$ cat src/rtl/uart_pkg.sv
// Shared UART timing constants.
// Divisors assume a 50 MHz project clock.
package uart_pkg;

  localparam int unsigned UART_CLK_HZ    = 50_000_000;
  localparam int          UART_DIV_WIDTH = 16;
  localparam int          UART_OVS       = 16;

  // Rounded clocks per oversample tick for a given baud rate.
  function automatic int unsigned calc_div(
    input int unsigned hz,
    input int unsigned baud,
    input int unsigned ovs
  );
    return (hz + (baud * ovs) / 2) / (baud * ovs);
  endfunction

  localparam int UART_DIV_9600   = calc_div(UART_CLK_HZ, 9600, UART_OVS);
  localparam int UART_DIV_115200 = calc_div(UART_CLK_HZ, 115200, UART_OVS);

endpackage

$ cat src/rtl/baud_tick_gen_if.sv
// Control/status bundle of the baud tick generator.
// master drives control, slave is the generator.
interface baud_tick_gen_if #(
  parameter int DIV_WIDTH = 16,
  parameter int OVS       = 16
);
  logic                       enable;
  logic                       sync;
  logic [DIV_WIDTH-1:0]       div_in;
  logic                       div_load;
  logic                       ovs_tick;
  logic [$clog2(OVS)-1:0]     ovs_count;
  logic                       mid_bit;
  logic                       end_bit;
  logic [DIV_WIDTH-1:0]       div_active;
  logic                       div_pending;

  modport master (
    output enable, sync, div_in, div_load,
    input  ovs_tick, ovs_count, mid_bit,
    input  end_bit, div_active, div_pending
  );

  modport slave (
    input  enable, sync, div_in, div_load,
    output ovs_tick, ovs_count, mid_bit,
    output end_bit, div_active, div_pending
  );
endinterface

$ cat src/rtl/baud_prescaler.sv
// Mod-N counter with runtime N, enable,
// synchronous clear and terminal-count pulse.
module baud_prescaler #(
  parameter int W = 16
) (
  input  logic         clk,
  input  logic         rst,
  input  logic         i_en,
  input  logic         i_clr,
  input  logic [W-1:0] i_div,
  output logic         o_tc
);
  logic [W-1:0] r_cnt;
  logic         w_last;

  // >= also catches a count left above a divisor that shrank while idle
  assign w_last = (r_cnt >= (i_div - W'(1)));
  assign o_tc   = i_en & ~i_clr & w_last;

  // counter: clear wins, wraps on terminal count, holds when disabled
  always_ff @(posedge clk or posedge rst) begin
    if (rst)
      r_cnt <= '0;
    else if (i_clr)
      r_cnt <= '0;
    else if (i_en)
      r_cnt <= o_tc ? '0 : r_cnt + W'(1);
  end
endmodule

$ cat src/rtl/baud_tick_gen.sv
// Programmable baud timing: prescaler + sub-bit
// counter, bit-boundary divisor updates, resync.
module baud_tick_gen
  import uart_pkg::*;
#(
  parameter int DIV_WIDTH   = UART_DIV_WIDTH,
  parameter int OVS         = UART_OVS,
  parameter int DEFAULT_DIV = UART_DIV_115200
) (
  input  logic             clk,
  input  logic             rst,
  baud_tick_gen_if.slave   bus
);
  localparam int CW = $clog2(OVS);

  logic [CW-1:0]        r_ovs_cnt;
  logic [DIV_WIDTH-1:0] r_div_active;
  logic [DIV_WIDTH-1:0] r_div_next;
  logic                 r_div_pending;

  logic                 w_ovs_tick;
  logic                 w_mid_bit;
  logic                 w_end_bit;
  logic                 w_boundary;
  logic [DIV_WIDTH-1:0] w_load_val;

  baud_prescaler #(
    .W (DIV_WIDTH)
  ) u_pre (
    .clk   (clk),
    .rst   (rst),
    .i_en  (bus.enable),
    .i_clr (bus.sync),
    .i_div (r_div_active),
    .o_tc  (w_ovs_tick)
  );

  assign w_end_bit = w_ovs_tick & (r_ovs_cnt == CW'(OVS - 1));
  assign w_mid_bit = w_ovs_tick & (r_ovs_cnt == CW'(OVS / 2 - 1));

  // divisor of zero would stall the prescaler, so it becomes one
  assign w_load_val = (bus.div_in == '0) ? DIV_WIDTH'(1) : bus.div_in;

  // points where a divisor swap cannot split a bit
  assign w_boundary = w_end_bit | bus.sync | ~bus.enable;

  // sub-bit index: resync clears, advances on each oversample tick
  always_ff @(posedge clk or posedge rst) begin
    if (rst)
      r_ovs_cnt <= '0;
    else if (bus.sync)
      r_ovs_cnt <= '0;
    else if (w_ovs_tick)
      r_ovs_cnt <= r_ovs_cnt + CW'(1);
  end

  // divisor staging: capture on load, commit only on a boundary
  always_ff @(posedge clk or posedge rst) begin
    if (rst) begin
      r_div_active  <= DIV_WIDTH'(DEFAULT_DIV);
      r_div_next    <= '0;
      r_div_pending <= 1'b0;
    end else begin
      if (bus.div_load)
        r_div_next <= w_load_val;
      if (w_boundary) begin
        r_div_pending <= 1'b0;
        if (bus.div_load)
          r_div_active <= w_load_val;
        else if (r_div_pending)
          r_div_active <= r_div_next;
      end else if (bus.div_load) begin
        r_div_pending <= 1'b1;
      end
    end
  end

  assign bus.ovs_tick    = w_ovs_tick;
  assign bus.ovs_count   = r_ovs_cnt;
  assign bus.mid_bit     = w_mid_bit;
  assign bus.end_bit     = w_end_bit;
  assign bus.div_active  = r_div_active;
  assign bus.div_pending = r_div_pending;
endmodule

$ cat src/flat_wrapper.sv
// flat-port wrapper written by rule: the top's interface ports become plain ports
module baud_tick_gen_flat import uart_pkg::*;
#(
  parameter int DIV_WIDTH   = UART_DIV_WIDTH,
  parameter int OVS         = UART_OVS,
  parameter int DEFAULT_DIV = UART_DIV_115200
)
  (clk, rst, bus_enable, bus_sync, bus_div_in, bus_div_load, bus_ovs_tick, bus_ovs_count, bus_mid_bit, bus_end_bit, bus_div_active, bus_div_pending);
  baud_tick_gen_if #(.DIV_WIDTH(DIV_WIDTH), .OVS(OVS)) bus_i ();
  input  logic clk;
  input  logic rst;
  input wire logic [$bits(bus_i.enable)-1:0] bus_enable;
  input wire logic [$bits(bus_i.sync)-1:0] bus_sync;
  input wire logic [$bits(bus_i.div_in)-1:0] bus_div_in;
  input wire logic [$bits(bus_i.div_load)-1:0] bus_div_load;
  output wire logic [$bits(bus_i.ovs_tick)-1:0] bus_ovs_tick;
  output wire logic [$bits(bus_i.ovs_count)-1:0] bus_ovs_count;
  output wire logic [$bits(bus_i.mid_bit)-1:0] bus_mid_bit;
  output wire logic [$bits(bus_i.end_bit)-1:0] bus_end_bit;
  output wire logic [$bits(bus_i.div_active)-1:0] bus_div_active;
  output wire logic [$bits(bus_i.div_pending)-1:0] bus_div_pending;
  assign bus_i.enable = bus_enable;
  assign bus_i.sync = bus_sync;
  assign bus_i.div_in = bus_div_in;
  assign bus_i.div_load = bus_div_load;
  assign bus_ovs_tick = bus_i.ovs_tick;
  assign bus_ovs_count = bus_i.ovs_count;
  assign bus_mid_bit = bus_i.mid_bit;
  assign bus_end_bit = bus_i.end_bit;
  assign bus_div_active = bus_i.div_active;
  assign bus_div_pending = bus_i.div_pending;
  baud_tick_gen #(.DIV_WIDTH(DIV_WIDTH), .OVS(OVS), .DEFAULT_DIV(DEFAULT_DIV)) u_core (.clk(clk), .rst(rst), .bus(bus_i));
endmodule
$ cat config.mk
export PLATFORM = sky130hd
export DESIGN_NAME = baud_tick_gen_flat
export DESIGN_NICKNAME = d
export VERILOG_FILES = /design/src/rtl/uart_pkg.sv /design/src/rtl/baud_tick_gen_if.sv /design/src/rtl/baud_prescaler.sv /design/src/rtl/baud_tick_gen.sv /design/src/flat_wrapper.sv
export SDC_FILE = /design/constraint.sdc
export NUM_CORES = 1
export LEC_CHECK = 0
export CAP_MARGIN = 20
export CORE_AREA = 2 2 83 85
export CTS_CLUSTER_DIAMETER = 150
export DETAILED_ROUTE_END_ITERATION = 10
export DIE_AREA = 0 0 85 87
export GPL_ROUTABILITY_DRIVEN = 1
export PLACE_DENSITY = 0.72
export SYNTH_ARGS = -nofsm -noshare
export SYNTH_HDL_FRONTEND = slang
export SYNTH_HIERARCHICAL = 1
export SYNTH_SLANG_ARGS = --single-unit
export TNS_END_PERCENT = 1
$ cat constraint.sdc
create_clock -name clk -period 5.9 [get_ports clk]
set_clock_uncertainty 0.2 [all_clocks]
set_input_delay 1.77 -clock clk [delete_from_list [all_inputs] [get_ports clk]]
set_output_delay 1.77 -clock clk [all_outputs]
set_load 0.1 [all_outputs]
After elaboration in Yosys (flattened, before gate mapping). Index checks and enable logic that the tools add are counted.

Bits of input ports: 21. Register bits after elaboration: 53. Output and inout port bits: 24. Bits in latches: 0. RAM bits: 0. Memories kept: 0. Logic and storage cells: 35. ROM bits: 0.

Bitwise operators: 8. Reductions and logical operators: 6. Equality and inequality tests: 2. Shift operators: 0. Div/mod/pow operators: 0. Order comparisons: 1. Multiplexer cells: 10. Add/subtract/negate cells: 3. Multiply operators: 0.

Operator list (count): 16-bit two-way mux (6); 16-bit by 1-bit adder with 16-bit output, second input constant (1); 16-bit greater-or-equal comparator (1); 16-bit zero test (1); 16-bit by 1-bit subtractor with 16-bit output, second input constant (1); 4-bit two-way mux (2); 2-bit nonzero test (4); 4-bit by 1-bit adder with 4-bit output, second input constant (1); 1-bit AND (4); 4-bit by 3-bit == test with 1-bit output, second input constant (1); 4-bit == test, second input constant (1); 1-bit two-way mux (2); 1-bit inverter (2); 1-bit bitwise OR (2); 2-bit AND reduction (1).

Logic depth before layout (Yosys ltp).
Depth after elaboration: 7. Depth in mapped cells: 16. Depth with buffers taken out: 14.

By module. The synthesis kept the hierarchy.

By module, submodules not included: baud_prescaler (cells each 201, sequential area each 400.4 µm², times used 1, area an instance 1587.8 µm²); baud_tick_gen (cells each 97, sequential area each 930.9 µm², times used 1, area an instance 1535.2 µm²).

Worst setup path after synthesis. Ideal clock, no wire load.

Path kind: reg2out. Start point: reg u_core.r_div_active[7] (netlist: u_core/bus.div_active[7]). End point: out bus_mid_bit. Cell stages (with the launch flop): 13. Required time: 3.930 ns. Path buffers: 1. Path slack: -4.556 ns. Arrival: 8.486 ns. Cells stage by stage: dfrtp_1 > or4_4 > or4_4 > nor3_1 > xnor2_1 > ha_1 > nand4_1 > nor3_1 > a311oi_2 > buf_2 > a21boi_0 > nand2_1 > nor3b_1.

Word-level cells in the longest chain between the ends: 4.

RTL lines: start, declared (RTL line baud_tick_gen.sv:17) `logic [DIV_WIDTH-1:0] r_div_active;`; start signal, assigned (RTL line baud_tick_gen.sv:60) `r_div_active <= DIV_WIDTH'(DEFAULT_DIV);`; start signal, assigned (RTL line baud_tick_gen.sv:69) `r_div_active <= w_load_val;`; start signal, assigned (RTL line baud_tick_gen.sv:71) `r_div_active <= r_div_next;`; 16-bit by 1-bit subtractor with 16-bit output (RTL line baud_prescaler.sv:17) `assign w_last = (r_cnt >= (i_div - W'(1)));`; 16-bit greater-or-equal comparator (RTL line baud_prescaler.sv:17); 1-bit AND (RTL line baud_prescaler.sv:18) `assign o_tc = i_en & ~i_clr & w_last;`; net bus_ovs_tick (RTL line flat_wrapper.sv:16) `output wire logic [$bits(bus_i.ovs_tick)-1:0] bus_ovs_tick;`; 1-bit AND (RTL line baud_tick_gen.sv:39) `assign w_mid_bit = w_ovs_tick & (r_ovs_cnt == CW'(OVS / 2 - 1));`; end, declared (RTL line flat_wrapper.sv:18) `output wire logic [$bits(bus_i.mid_bit)-1:0] bus_mid_bit;`.

The timed path passes the listed nets, and every way through them passes these cells.

Worst setup path in the final report.
Start point: reg u_core.r_div_active[5] (netlist: u_core/bus.div_active[5]). End point: out bus_mid_bit.

Word-level cells in the longest chain between the ends: 4.

RTL lines (RTL line): 16-bit by 1-bit subtractor with 16-bit output (baud_prescaler.sv:17); 16-bit greater-or-equal comparator (baud_prescaler.sv:17); 1-bit AND (baud_prescaler.sv:18); 1-bit AND (baud_tick_gen.sv:39).

No other way between the ends.

==> summary.md <==
| Metric | Value |
|---|---|
| Status | `finished, final reports clean` |
| WP data arrival | `3.80 ns` |
| CP Capture Type | `primary output` |
| Clk buf depth | `2` |
| Clk root buf | `clkbuf_8` |
| Worst vdd ir | `178 µV` |
| Fin util | `58.9%` |
| Site Rows | `30` |
| Multi-input logic area | `1720 µm²` |
| # setup viols final | `0` |
| Hold path cells | `1` |
| Hold_ws | `0.305 ns` |
| Asr flop ratio synth | `100%` |
| Placed cell area | `3730 µm²` |
| Synth unique cells | `43` |
| CTS tree | `done` |
| Die W | `85 µm` |
| Final Hold Viols | `0` |
| Largest net degree at the start of global routing | `29` |
| # clock sinks | `53` |
| Max-cap violation count | `0` |
| Final net count | `389` |
| Most frequent cell after synthesis | `dfrtp_1` |
| Cts bufs inserted | `5` |
| DRT antenna net count | `0` |
| DR vias/cell | `5.71` |
| Synth-to-layout area growth | `24.0%` |
| Static leakage | `1.58 nW` |
| Fill count | `560` |
| GRT Overall Usage | `19.7%` |
| Seq/Total Area, Yosys | `42.6%` |
| Initial core utilization | `47.5%` |
| Worst slew pin tran | `0.990 ns` |
| Core outline area | `6570 µm²` |
| Max-slew headroom | `33.8%` |
| I/O Buffers | `44` |
| Final Cell Area | `3870 µm²` |
| Area leader, netlist | `dfrtp_1` |
| CP Cell Sequence | `or4_4, or4_4, nor4_4, xnor2_1, ha_1, nand4_1, nor3_2, a311oi_2, a21boi_4, nand2_2, nor3b_4, buf_12` |
| Critical Path Source Type | `register` |
| WP depth | `12` |
| Yosys warns | `6` |
| Register area | `1340 µm²` |
| H-tree levels | `2` |
| Final worst path period share | `97.8%` |
| Synth top area share | `39.3%` |
| DR DRC count | `0` |
| Post-detail-place hpwl | `5.15 mm` |
| CP delay by family, top | `simple AND/OR/NAND/NOR gates` |
| Clock latency on the worst-skew pair | `0.31 ns` |
| Met2 wire length | `3.40 mm` |
| CP max FO | `6` |
| Critical-path top delay cell | `or4_4` |
| Ant diodes | `0` |
| Initial antenna violation count | `0` |
| Post-synthesis register bit count | `53` |
| Synth Cell Area | `3120 µm²` |
| Register-to-Register Path Depth | `12` |
| Most used DFF post-synth | `dfrtp_1` |
| DR top layer | `met4` |
| Worst stage delay on the critical path | `0.57 ns` |
| Pins Over Slew Limit | `0` |
| Met1 Wirelength | `3.22 mm` |
| Post-Syn Nets | `338` |
| Average size of a mapped cell | `10.5 µm²` |
| Total number of vias | `2,454` |
| Achievable frequency | `173 MHz` |
| Worst Path Required | `3.93 ns` |
| Crit path kind | `reg2out` |
| Chip height | `87 µm` |
| Die footprint | `7400 µm²` |
| Mapped Cells | `298` |
| PD cells | `265 nW/µm²` |
| Num ports | `45` |
| Post-synth EDFFs | `0` |
| Final Critical Period | `5.77 ns` |
| CP bufs+invs | `1` |
| Vias in the first global route | `2,368` |
| Global-route wire length before repair | `11.6 mm` |
| Layout cells sized above 1 | `21.4%` |
| Hold WC Path Type | `reg2reg` |
| Drt pass-1 iters | `4` |
| Met3 wire length | `265 µm` |
| Post-synth top cells | `dfrtp_1, nand2_1, mux2_2, nand4_1, nor2_1` |
| Detailed router's first-iteration violation count | `171` |
| Critical Path Most Common Cell | `or4_4` |
| Routed wire per std cell | `16.2 µm` |
| Grt total ovfl | `0` |
| Worst-path clk slew | `0.10 ns` |
| Routability cong. | `0.783` |
| RSZ-0062 raised after global routing | `yes` |
| DRT Wirelength | `6.98 mm` |
| Synth area leaders | `dfrtp_1, ha_1, mux2_2` |
per-layer routing:
metal / GRT usage, % / vias up
met2: 33.0 / 51
met5: 0 / -
met3: 4.17 / 9
met4: 5.63 / 0
li1: - / 1205
met1: 26.0 / 1189
through the flow:
step                instances  setup TNS [ns]  worst slack, ns  total power [mW]
floorplan                 298           -1.27           -0.708             0.718
global placement          417               0            0.455             0.805
detailed placement        417               0            0.383             0.812
CTS                       425               0           0.0610              1.03
global route              430          -0.131          -0.0955              1.07
finish                    430               0            0.128              1.02
worst paths after layout:
check	startpoint	end	slack (ns)
worst max register to register	u_core/bus.div_active[5]	u_core/bus.div_active[10]	1.35
worst max-delay path	u_core/bus.div_active[5]	bus_mid_bit	0.13
worst min register to register	u_core/r_div_next[13]	u_core/r_div_next[13]	0.30
max in group asynchronous	rst	u_core/bus.div_pending	3.44
min in group asynchronous	rst	u_core/bus.ovs_count[2]	1.47
worst min-delay path	u_core/r_div_next[13]	u_core/r_div_next[13]	0.30
cells by family after synthesis:
family / Yosys count / synth area share, %
buffers and inverters: 25 / 3.89
xor gates and xnor gates: 17 / 4.77
AOI/OAI and AO/OA: 37 / 8.89
adders and majority gates: 19 / 7.61
and+or+nand+nor: 115 / 19.5
DFF: 53 / 42.6
muxes: 32 / 12.7
layout make-up:
class | instances | share of cell area [%]
timing repair buffer | 54 | 14.4
inverter | 15 | 1.45
multi-input combinational | 220 | 44.4
tap | 80 | 2.59
clock buffer | 5 | 1.78
clock inverter | 3 | 0.646
sequential | 53 | 34.7
cell usage in the layout, fill, tap and decap left out, types with 2 or more instances in the layout:
cell type / n
dfrtp_1: 44
clkdlybuf4s50_1: 41
nand2_1: 25
mux2_2: 21
nand4_1: 21
nor2_1: 20
ha_1: 19
inv_1: 14
xnor2_1: 12
nand3_1: 12
mux2_4: 10
buf_4: 9
nor4_1: 9
a21oi_1: 7
nor3_1: 7
a41oi_1: 6
clkbuf_8: 5
xor2_1: 5
o211ai_1: 5
buf_12: 4
dfstp_2: 4
o21ai_0: 4
dfrtp_2: 3
and2_1: 3
or4_4: 3
o22ai_1: 3
dfrtp_4: 2
nand2b_1: 2
nor3_2: 2
a21boi_0: 2
and4_1: 2
and3_1: 2
a31oi_1: 2
where the power goes:
part | switching (mW) | internal [mW] | total [mW]
combinational | 0.242 | 0.124 | 0.366
clock | 0.129 | 0.0859 | 0.215
sequential | 0.0405 | 0.402 | 0.443
total | 0.411 | 0.613 | 1.02
repair_timing:
item                                    in CTS  in global routing
buffers inserted                             0                  4
hold buffers                                 0                  0
endpoints found under the setup margin       0                  2
resized for setup                            0                  1
state kept, by name, summed over array words and instances (netlist names):
name,flops
u_core/bus.div_active,16
u_core/r_div_next,16
u_core/u_pre/r_cnt,16
u_core/bus.ovs_count,4
u_core/bus.div_pending,1
(Power assumes the default switching activity.)
